===== config.mk =====
export PLATFORM = sky130hd
export DESIGN_NAME = uart_tx_stream
export DESIGN_NICKNAME = d
export VERILOG_FILES = /design/src/rtl/uart_pkg.sv /design/src/rtl/uart_tx_fifo.sv /design/src/rtl/uart_tx_stream.sv
export SDC_FILE = /design/constraint.sdc
export NUM_CORES = 1
export LEC_CHECK = 0
export BUFFER_PORTS_ARGS = -buffer_cell sky130_fd_sc_hd__buf_2
export CAP_MARGIN = 25
export CORE_UTILIZATION = 40
export CTS_BUF_LIST = sky130_fd_sc_hd__clkbuf_2
export DETAILED_ROUTE_END_ITERATION = 16
export GPL_TIMING_DRIVEN = 0
export PLACE_DENSITY_LB_ADDON = 0.08
export REMOVE_ABC_BUFFERS = 1
export SYNTH_ARGS = -nofsm -noshare
export SYNTH_HDL_FRONTEND = slang
export SYNTH_SLANG_ARGS = --single-unit

===== constraint.sdc =====
create_clock -name i_clk_sys -period 4.53 [get_ports i_clk_sys]
set_input_delay 0 -clock i_clk_sys [delete_from_list [all_inputs] [get_ports i_clk_sys]]
set_output_delay 0 -clock i_clk_sys [all_outputs]
set_load 0.02 [all_outputs]

===== src/rtl/uart_pkg.sv =====
// rtl/uart_pkg.sv - shared types, constants and helpers for the UART transmit stream
//
// Holds the transmit FSM state type, the parity-mode encoding used by the
// PARITY_MODE parameter, and the bit-period calculation.
package uart_pkg;

    typedef enum logic [2:0] {
        ST_IDLE   = 3'd0,
        ST_START  = 3'd1,
        ST_DATA   = 3'd2,
        ST_PARITY = 3'd3,
        ST_STOP   = 3'd4
    } tx_state_e;

    localparam int PAR_NONE  = 0;
    localparam int PAR_EVEN  = 1;
    localparam int PAR_ODD   = 2;
    localparam int PAR_MARK  = 3;
    localparam int PAR_SPACE = 4;

    // Clocks per bit period; clk_fre is in MHz, result truncates.
    function automatic int calc_cycle(input int clk_fre, input int baud_rate);
        return (clk_fre * 1000000) / baud_rate;
    endfunction

endpackage


===== src/rtl/uart_tx_fifo.sv =====
// rtl/uart_tx_fifo.sv - word buffer between the stream input and the serialiser
//
// Synchronous FIFO with occupancy output. With UART_TX_STREAM_FIFO_EN defined
// it is FIFO_DEPTH words deep; otherwise it collapses to a single holding
// register (level 0/1) and FIFO_DEPTH only sizes the level port.
//
// Ports:
//   i_clk_sys, i_rst_n   clock, asynchronous active-low reset
//   i_push, i_data       write strobe and word
//   i_pop                consume the head word
//   o_data               head word
//   o_empty, o_full      occupancy flags
//   o_level              words currently stored
module uart_tx_fifo #(
    parameter int DATA_WIDTH = 8,
    parameter int FIFO_DEPTH = 16
) (
    input  logic                          i_clk_sys,
    input  logic                          i_rst_n,
    input  logic                          i_push,
    input  logic [DATA_WIDTH-1:0]         i_data,
    input  logic                          i_pop,
    output logic [DATA_WIDTH-1:0]         o_data,
    output logic                          o_empty,
    output logic                          o_full,
    output logic [$clog2(FIFO_DEPTH):0]   o_level
);

    localparam int LVL_W = $clog2(FIFO_DEPTH) + 1;

    logic push_ok;
    logic pop_ok;

`ifdef UART_TX_STREAM_FIFO_EN
    localparam int AW = $clog2(FIFO_DEPTH);
    localparam logic [LVL_W-1:0] FULL_LVL = FIFO_DEPTH[LVL_W-1:0];

    logic [DATA_WIDTH-1:0] mem_q [FIFO_DEPTH];
    logic [AW-1:0]         wr_ptr_q, wr_ptr_d;
    logic [AW-1:0]         rd_ptr_q, rd_ptr_d;
    logic [LVL_W-1:0]      level_q, level_d;

    assign o_empty = (level_q == '0);
    assign o_full  = (level_q == FULL_LVL);
    // A write while full is allowed when the head leaves on the same edge.
    assign push_ok = i_push && (!o_full || i_pop);
    assign pop_ok  = i_pop && !o_empty;
    assign o_data  = mem_q[rd_ptr_q];
    assign o_level = level_q;

    always_comb begin
        wr_ptr_d = wr_ptr_q;
        rd_ptr_d = rd_ptr_q;
        level_d  = level_q;
        // Power-of-two depth: pointers wrap by natural overflow.
        if (push_ok) wr_ptr_d = wr_ptr_q + AW'(1);
        if (pop_ok)  rd_ptr_d = rd_ptr_q + AW'(1);
        if (push_ok && !pop_ok) level_d = level_q + LVL_W'(1);
        else if (!push_ok && pop_ok) level_d = level_q - LVL_W'(1);
    end

    always_ff @(posedge i_clk_sys or negedge i_rst_n) begin
        if (!i_rst_n) begin
            wr_ptr_q <= '0;
            rd_ptr_q <= '0;
            level_q  <= '0;
        end else begin
            wr_ptr_q <= wr_ptr_d;
            rd_ptr_q <= rd_ptr_d;
            level_q  <= level_d;
        end
    end

    // Storage needs no reset: contents are only visible through level_q.
    always_ff @(posedge i_clk_sys) begin
        if (push_ok) mem_q[wr_ptr_q] <= i_data;
    end
`else
    logic [DATA_WIDTH-1:0] hold_q, hold_d;
    logic                  full_q, full_d;

    assign o_empty = !full_q;
    assign o_full  = full_q;
    assign push_ok = i_push && (!full_q || i_pop);
    assign pop_ok  = i_pop && full_q;
    assign o_data  = hold_q;
    assign o_level = LVL_W'(full_q);

    always_comb begin
        hold_d = push_ok ? i_data : hold_q;
        full_d = full_q;
        if (push_ok)     full_d = 1'b1;
        else if (pop_ok) full_d = 1'b0;
    end

    always_ff @(posedge i_clk_sys or negedge i_rst_n) begin
        if (!i_rst_n) begin
            hold_q <= '0;
            full_q <= 1'b0;
        end else begin
            hold_q <= hold_d;
            full_q <= full_d;
        end
    end
`endif

endmodule


===== src/rtl/uart_tx_stream.sv =====
// rtl/uart_tx_stream.sv - buffered UART transmitter with a valid/ready word input
//
// Words accepted on i_data_valid && o_data_ready are buffered in uart_tx_fifo
// and serialised as start / DATA_WIDTH data bits (LSB first) / optional parity
// / STOP_BITS stop bits. Build option UART_TX_STREAM_FIFO_EN selects a
// FIFO_DEPTH-deep buffer; without it a single holding register is used.
//
// Ports:
//   i_clk_sys, i_rst_n   clock, asynchronous active-low reset
//   i_data_tx            word to send
//   i_data_valid         word offered
//   o_data_ready         word accepted this cycle when valid
//   o_uart_tx_data       serial line, idle high
//   o_uart_tx_busy       FSM not idle
//   o_uart_tx_end        one-cycle pulse as the last stop bit completes
//   o_fifo_level         words buffered and not yet loaded
module uart_tx_stream
    import uart_pkg::*;
#(
    parameter int CLK_FRE     = 50,
    parameter int BAUD_RATE   = 9600,
    parameter int DATA_WIDTH  = 8,
    parameter int PARITY_MODE = 0,
    parameter int STOP_BITS   = 1,
    parameter int FIFO_DEPTH  = 16
) (
    input  logic                          i_clk_sys,
    input  logic                          i_rst_n,
    input  logic [DATA_WIDTH-1:0]         i_data_tx,
    input  logic                          i_data_valid,
    output logic                          o_data_ready,
    output logic                          o_uart_tx_data,
    output logic                          o_uart_tx_busy,
    output logic                          o_uart_tx_end,
    output logic [$clog2(FIFO_DEPTH):0]   o_fifo_level
);

    localparam int CYCLE = calc_cycle(CLK_FRE, BAUD_RATE);
    localparam int CNT_W = (CYCLE > 1) ? $clog2(CYCLE) : 1;
    localparam int BIT_W = $clog2(DATA_WIDTH);
    localparam logic [CNT_W-1:0] CNT_LAST  = CNT_W'(CYCLE - 1);
    localparam logic [BIT_W-1:0] DATA_LAST = BIT_W'(DATA_WIDTH - 1);
    localparam logic [BIT_W-1:0] STOP_LAST = BIT_W'(STOP_BITS - 1);

    tx_state_e             state_q, state_d;
    logic [CNT_W-1:0]      baud_cnt_q, baud_cnt_d;
    logic [BIT_W-1:0]      bit_cnt_q, bit_cnt_d;
    logic [DATA_WIDTH-1:0] shift_q, shift_d;
    logic                  parity_q, parity_d;
    logic                  line_q, line_d;
    logic                  end_q, end_d;
    logic                  rdy_en_q, rdy_en_d;

    logic                  fifo_push;
    logic                  fifo_pop;
    logic                  fifo_empty;
    logic                  fifo_full;
    logic [DATA_WIDTH-1:0] fifo_head;
    logic                  head_parity;
    logic                  bit_done;
    logic                  data_last;
    logic                  stop_last;

    // Held low through reset so ready only rises on the first clock after it.
    assign rdy_en_d       = 1'b1;
    assign o_data_ready   = rdy_en_q && !fifo_full;
    assign fifo_push      = i_data_valid && o_data_ready;
    assign o_uart_tx_data = line_q;
    assign o_uart_tx_busy = (state_q != ST_IDLE);
    assign o_uart_tx_end  = end_q;

    assign bit_done  = (baud_cnt_q == CNT_LAST);
    assign data_last = bit_done && (bit_cnt_q == DATA_LAST);
    assign stop_last = bit_done && (bit_cnt_q == STOP_LAST);

    uart_tx_fifo #(
        .DATA_WIDTH(DATA_WIDTH),
        .FIFO_DEPTH(FIFO_DEPTH)
    ) u_fifo (
        .i_clk_sys(i_clk_sys),
        .i_rst_n  (i_rst_n),
        .i_push   (fifo_push),
        .i_data   (i_data_tx),
        .i_pop    (fifo_pop),
        .o_data   (fifo_head),
        .o_empty  (fifo_empty),
        .o_full   (fifo_full),
        .o_level  (o_fifo_level)
    );

    always_comb begin
        if (PARITY_MODE == PAR_EVEN)      head_parity = ^fifo_head;
        else if (PARITY_MODE == PAR_ODD)  head_parity = ~^fifo_head;
        else if (PARITY_MODE == PAR_MARK) head_parity = 1'b1;
        else                              head_parity = 1'b0;
    end

    always_ff @(posedge i_clk_sys or negedge i_rst_n) begin
        if (!i_rst_n) state_q <= ST_IDLE;
        else          state_q <= state_d;
    end

    always_comb begin
        state_d = state_q;
        case (state_q)
            ST_IDLE:   if (!fifo_empty) state_d = ST_START;
            ST_START:  if (bit_done)    state_d = ST_DATA;
            ST_DATA:   if (data_last)   state_d = (PARITY_MODE != PAR_NONE) ? ST_PARITY : ST_STOP;
            ST_PARITY: if (bit_done)    state_d = ST_STOP;
            // Chain straight into the next start bit when a word is waiting.
            ST_STOP:   if (stop_last)   state_d = fifo_empty ? ST_IDLE : ST_START;
            default:                    state_d = ST_IDLE;
        endcase
    end

    always_comb begin
        baud_cnt_d = '0;
        bit_cnt_d  = bit_cnt_q;
        shift_d    = shift_q;
        parity_d   = parity_q;
        line_d     = 1'b1;
        end_d      = 1'b0;
        fifo_pop   = 1'b0;

        // Counters restart on every state change, including STOP -> START.
        if (state_d != state_q) begin
            bit_cnt_d = '0;
        end else if (state_q != ST_IDLE) begin
            baud_cnt_d = bit_done ? '0 : baud_cnt_q + CNT_W'(1);
            if (bit_done) bit_cnt_d = bit_cnt_q + BIT_W'(1);
        end

        fifo_pop = !fifo_empty && ((state_q == ST_IDLE) || ((state_q == ST_STOP) && stop_last));
        if (fifo_pop) begin
            shift_d  = fifo_head;
            parity_d = head_parity;
        end else if ((state_q == ST_DATA) && bit_done) begin
            shift_d = {1'b1, shift_q[DATA_WIDTH-1:1]};
        end

        // Line is registered from the current state, one clock behind it.
        case (state_q)
            ST_START:  line_d = 1'b0;
            ST_DATA:   line_d = shift_q[0];
            ST_PARITY: line_d = parity_q;
            default:   line_d = 1'b1;
        endcase

        end_d = (state_q == ST_STOP) && stop_last;
    end

    always_ff @(posedge i_clk_sys or negedge i_rst_n) begin
        if (!i_rst_n) begin
            baud_cnt_q <= '0;
            bit_cnt_q  <= '0;
            shift_q    <= '0;
            parity_q   <= 1'b0;
            line_q     <= 1'b1;
            end_q      <= 1'b0;
            rdy_en_q   <= 1'b0;
        end else begin
            baud_cnt_q <= baud_cnt_d;
            bit_cnt_q  <= bit_cnt_d;
            shift_q    <= shift_d;
            parity_q   <= parity_d;
            line_q     <= line_d;
            end_q      <= end_d;
            rdy_en_q   <= rdy_en_d;
        end
    end

endmodule

==> out/results.tsv <==
stage	metric	value	unit
outcome	outcome	finished, final reports clean	
critical_path	startpoint types	flop	
pwr	leakage	1.08	nW
clock_tree	CTS buffer count	5	
floorplanning	Die Span X	72.4	um
clock_tree	PostCTS Resize Cnt	0	
yosys	area share of the largest cell type after synthesis	47.9	%
clock_tree	Worst-path clk slew	0.19	ns
placed_design	IO buf count	15	
sta	f_max	482	MHz
yosys	synth warn	0	
global_route	largest net degree at the start of global routing	40	
flow_run	maxcap violations	0	
sta	skew final	0.00990	ns
sta	setup_tns	0	ns
sta	Slew @ Worst Pin	0.866	ns
final_layout	# fillers	469	
routing	drt total wl	3460	um
critical_path	WS Path Type	flop to flop	
global_route	global route overflow	0	
clock_tree	Post-CTS Setup Inserts	0	
yosys	sequential element share of the synthesized area	49.3	%
final_layout	area grow syn2layout	11.9	%
global_route	vias in the first global route	1258	
pwr	Final Power	0.608	mW
sta	Final Hold Vio Count	0	
global_route	Tot GR Track Use	14.9	%
yosys	distinct cell type count after synthesis	41	
yosys	Mapped Area	0.00198	mm2
pwr	VDD IR max	198	uV
placed_design	dpl hpwl	2390	um
routing	DR WL/cell	12.9	um
routing	DRC viols	0	
yosys	FF+latch count, synth	39	
floorplanning	Die Height	72.4	um
sta	max-slew violations	0	
global_route	first-pass GRT wire length	5880	um
sta	Hold WS	0.123	ns
critical_path	crit-path max FO	9	
sta	slew margin rel.	42.3	%
global_route	GR Util met3	4.17	%
yosys	area leader, netlist	dfrtp_1	
routing	vias per cell	4.96	
floorplanning	core area	0.00475	mm2
routing	post-route ant nets	0	
yosys	Cells after Synth	177	
placed_design	GPL Wtd Cong	0.767	
critical_path	Crit. End Element	flop	
global_route	met2 usage	22.9	%
clock_tree	clock sink count	39	
routing	Iter 0 DRT Violations	52	
clock_tree	Longest Clk Path Bufs	2	
pwr	PwrDens	274	mW/mm2
critical_path	CP required	4.81	ns
floorplanning	Top Ports	20	
sta	RSZ-0062 raised after global routing	false	
global_route	grt met1 use	19.6	%
global_route	Top Usage Layer GRT	met2	
routing	Initial DRT Pass Iterations	4	
sta	minimum clock period	2.08	ns
yosys	main area contributors after synthesis	dfrtp_1, mux2_2, nor2_1	
yosys	Avg Inst Size Synth	11.2	um2
critical_path	CP Data Arrival Time	2.36	ns
final_layout	ant diodes	0	
final_layout	fraction of layout cells with a size suffix above 1	26.9	%
global_route	initial antenna violation count	0	
final_layout	fin nets	215	
floorplanning	Die ar.	0.00524	mm2
sta	fin crit share	45.8	%
sta	Setup violations, final	0	
clock_tree	CTS tree	yes	
floorplanning	initial core utilization	41.7	%
clock_tree	clk root buf	clkbuf_2	
min_path	Hold Path Class	primary input to flop	
clock_tree	Worst-Skew Late Latency	0.38	ns
floorplanning	Site Rows	25	
routing	Via Count	1330	
clock_tree	H-tree depth	2	
-- power by group --
group	leakage, nW	switching, mW	internal, mW	total, mW
clock network	0.0330	0.110	0.0422	0.152
registers	0.503	0.0164	0.381	0.398
logic	0.543	0.0245	0.0343	0.0588
total	1.08	0.151	0.458	0.608
-- worst max-delay path, stage by stage (launching register included) --
cell and delay, ns:
dfrtp_1 0.43, ha_1 0.27, and4bb_1 0.34, and4_2 0.28, o21ai_4 0.29, mux2_2 0.38
-- kinds of logic after synthesis --
group	count (synthesis)	share of synthesized area [%]
AND/OR/NAND/NOR	61	18.4
buffers and inverters	16	4.23
XOR/XNOR	10	4.42
multiplexers	25	14.1
flip-flops	39	49.3
other	2	0.379
adder cells (fa/ha/maj)	4	2.52
AO/OA/AOI/OAI	20	6.75
-- cells in the mapped netlist --
library cell   n
dfrtp_1       38
mux2_2        23
nor2_1        16
nand2_1        7
nor3_1         7
o21ai_0        7
nand3_1        6
nand4_1        6
xor2_1         6
buf_4          5
inv_1          5
a21oi_1        4
ha_1           4
xnor2_1        4
and3_2         3
clkbuf_2       3
a211oi_1       2
clkbuf_1       2
conb_1         2
mux2i_1        2
nand2b_1       2
nor3b_1        2
o21bai_1       2
or3_1          2
a21o_1         1
a31oi_1        1
and2_1         1
and3_1         1
and4_2         1
and4b_1        1
and4bb_1       1
buf_2          1
dfstp_2        1
nand4_4        1
nor2b_1        1
nor4b_1        1
nor4b_4        1
o21ai_4        1
o32a_1         1
o41ai_1        1
or2b_1         1
-- stage by stage --
step	worst slack, ns	instance area [um2]	utilization [%]	cells
after floorplan	2.68	1930	-	169
after global placement	2.50	2090	43.9	251
after detailed placement	2.47	2090	43.9	251
after CTS	2.43	2220	46.7	268
after global routing	2.33	2220	46.7	268
final	2.45	2220	46.7	268
-- path summary, 6_finish.rpt --
check,start,to,slack [ns],cells after the start
worst max-delay path,baud_cnt_q[0],shift_q[5],2.45,5
worst min-delay path,i_data_valid,u_fifo.o_full,0.12,3
worst max register to register,baud_cnt_q[0],shift_q[5],2.45,5
worst min register to register,baud_cnt_q[0],baud_cnt_q[0],0.46,1
max in group asynchronous,i_rst_n,shift_q[6],3.75,2
min in group asynchronous,i_rst_n,o_uart_tx_end,0.24,2
-- flip-flops by register name (all words and copies together), names as in the netlist --
| signal | cells |
|---|---|
| baud_cnt_q | 13 |
| shift_q | 8 |
| u_fifo.o_data | 8 |
| bit_cnt_q | 3 |
| state_q | 3 |
| o_uart_tx_data | 1 |
| o_uart_tx_end | 1 |
| rdy_en_q | 1 |
| u_fifo.o_full | 1 |
-- layout by cell type, fill, tap and decap left out, types with 2 or more instances in the layout --
cell type       n
xor2_1          6
conb_1          5
dfrtp_1        38
nor3b_1         2
o21bai_1        2
nand4_1         6
and3_2          3
mux2i_1         2
inv_1           5
a211oi_1        2
nand3_1         6
nand2_1         7
or3_1           2
nor3_1          7
nand2b_1        2
a21oi_1         4
mux2_2         23
buf_2          15
o21ai_0         7
ha_1            4
dlygate4sd3_1   9
nor2_1         16
xnor2_1         4
clkbuf_2        7
-- area by class of cell --
cell class / count / area (um2) / share of cell area [%]
clock inverter: 1 / 5.00 / 0.226
inverter: 5 / 18.8 / 0.846
clock buffer: 7 / 35.0 / 1.58
timing repair buffer: 24 / 165 / 7.44
sequential: 39 / 977 / 44.0
multi-input combinational: 125 / 933 / 42.1
tap: 67 / 83.8 / 3.78
-- routing by layer --
metal  routed length, um  vias up
met5                   0        -
met4                  60        0
met3                 123        5
met2                1630       24
met1                1650      636
li1                    -      665
-- timing repair --
item,4_1_cts,5_1_grt
hold buffers,9,0
endpoints found under the setup margin,0,0
hold endpoints to repair,46,0
(Power assumes the default switching activity.)
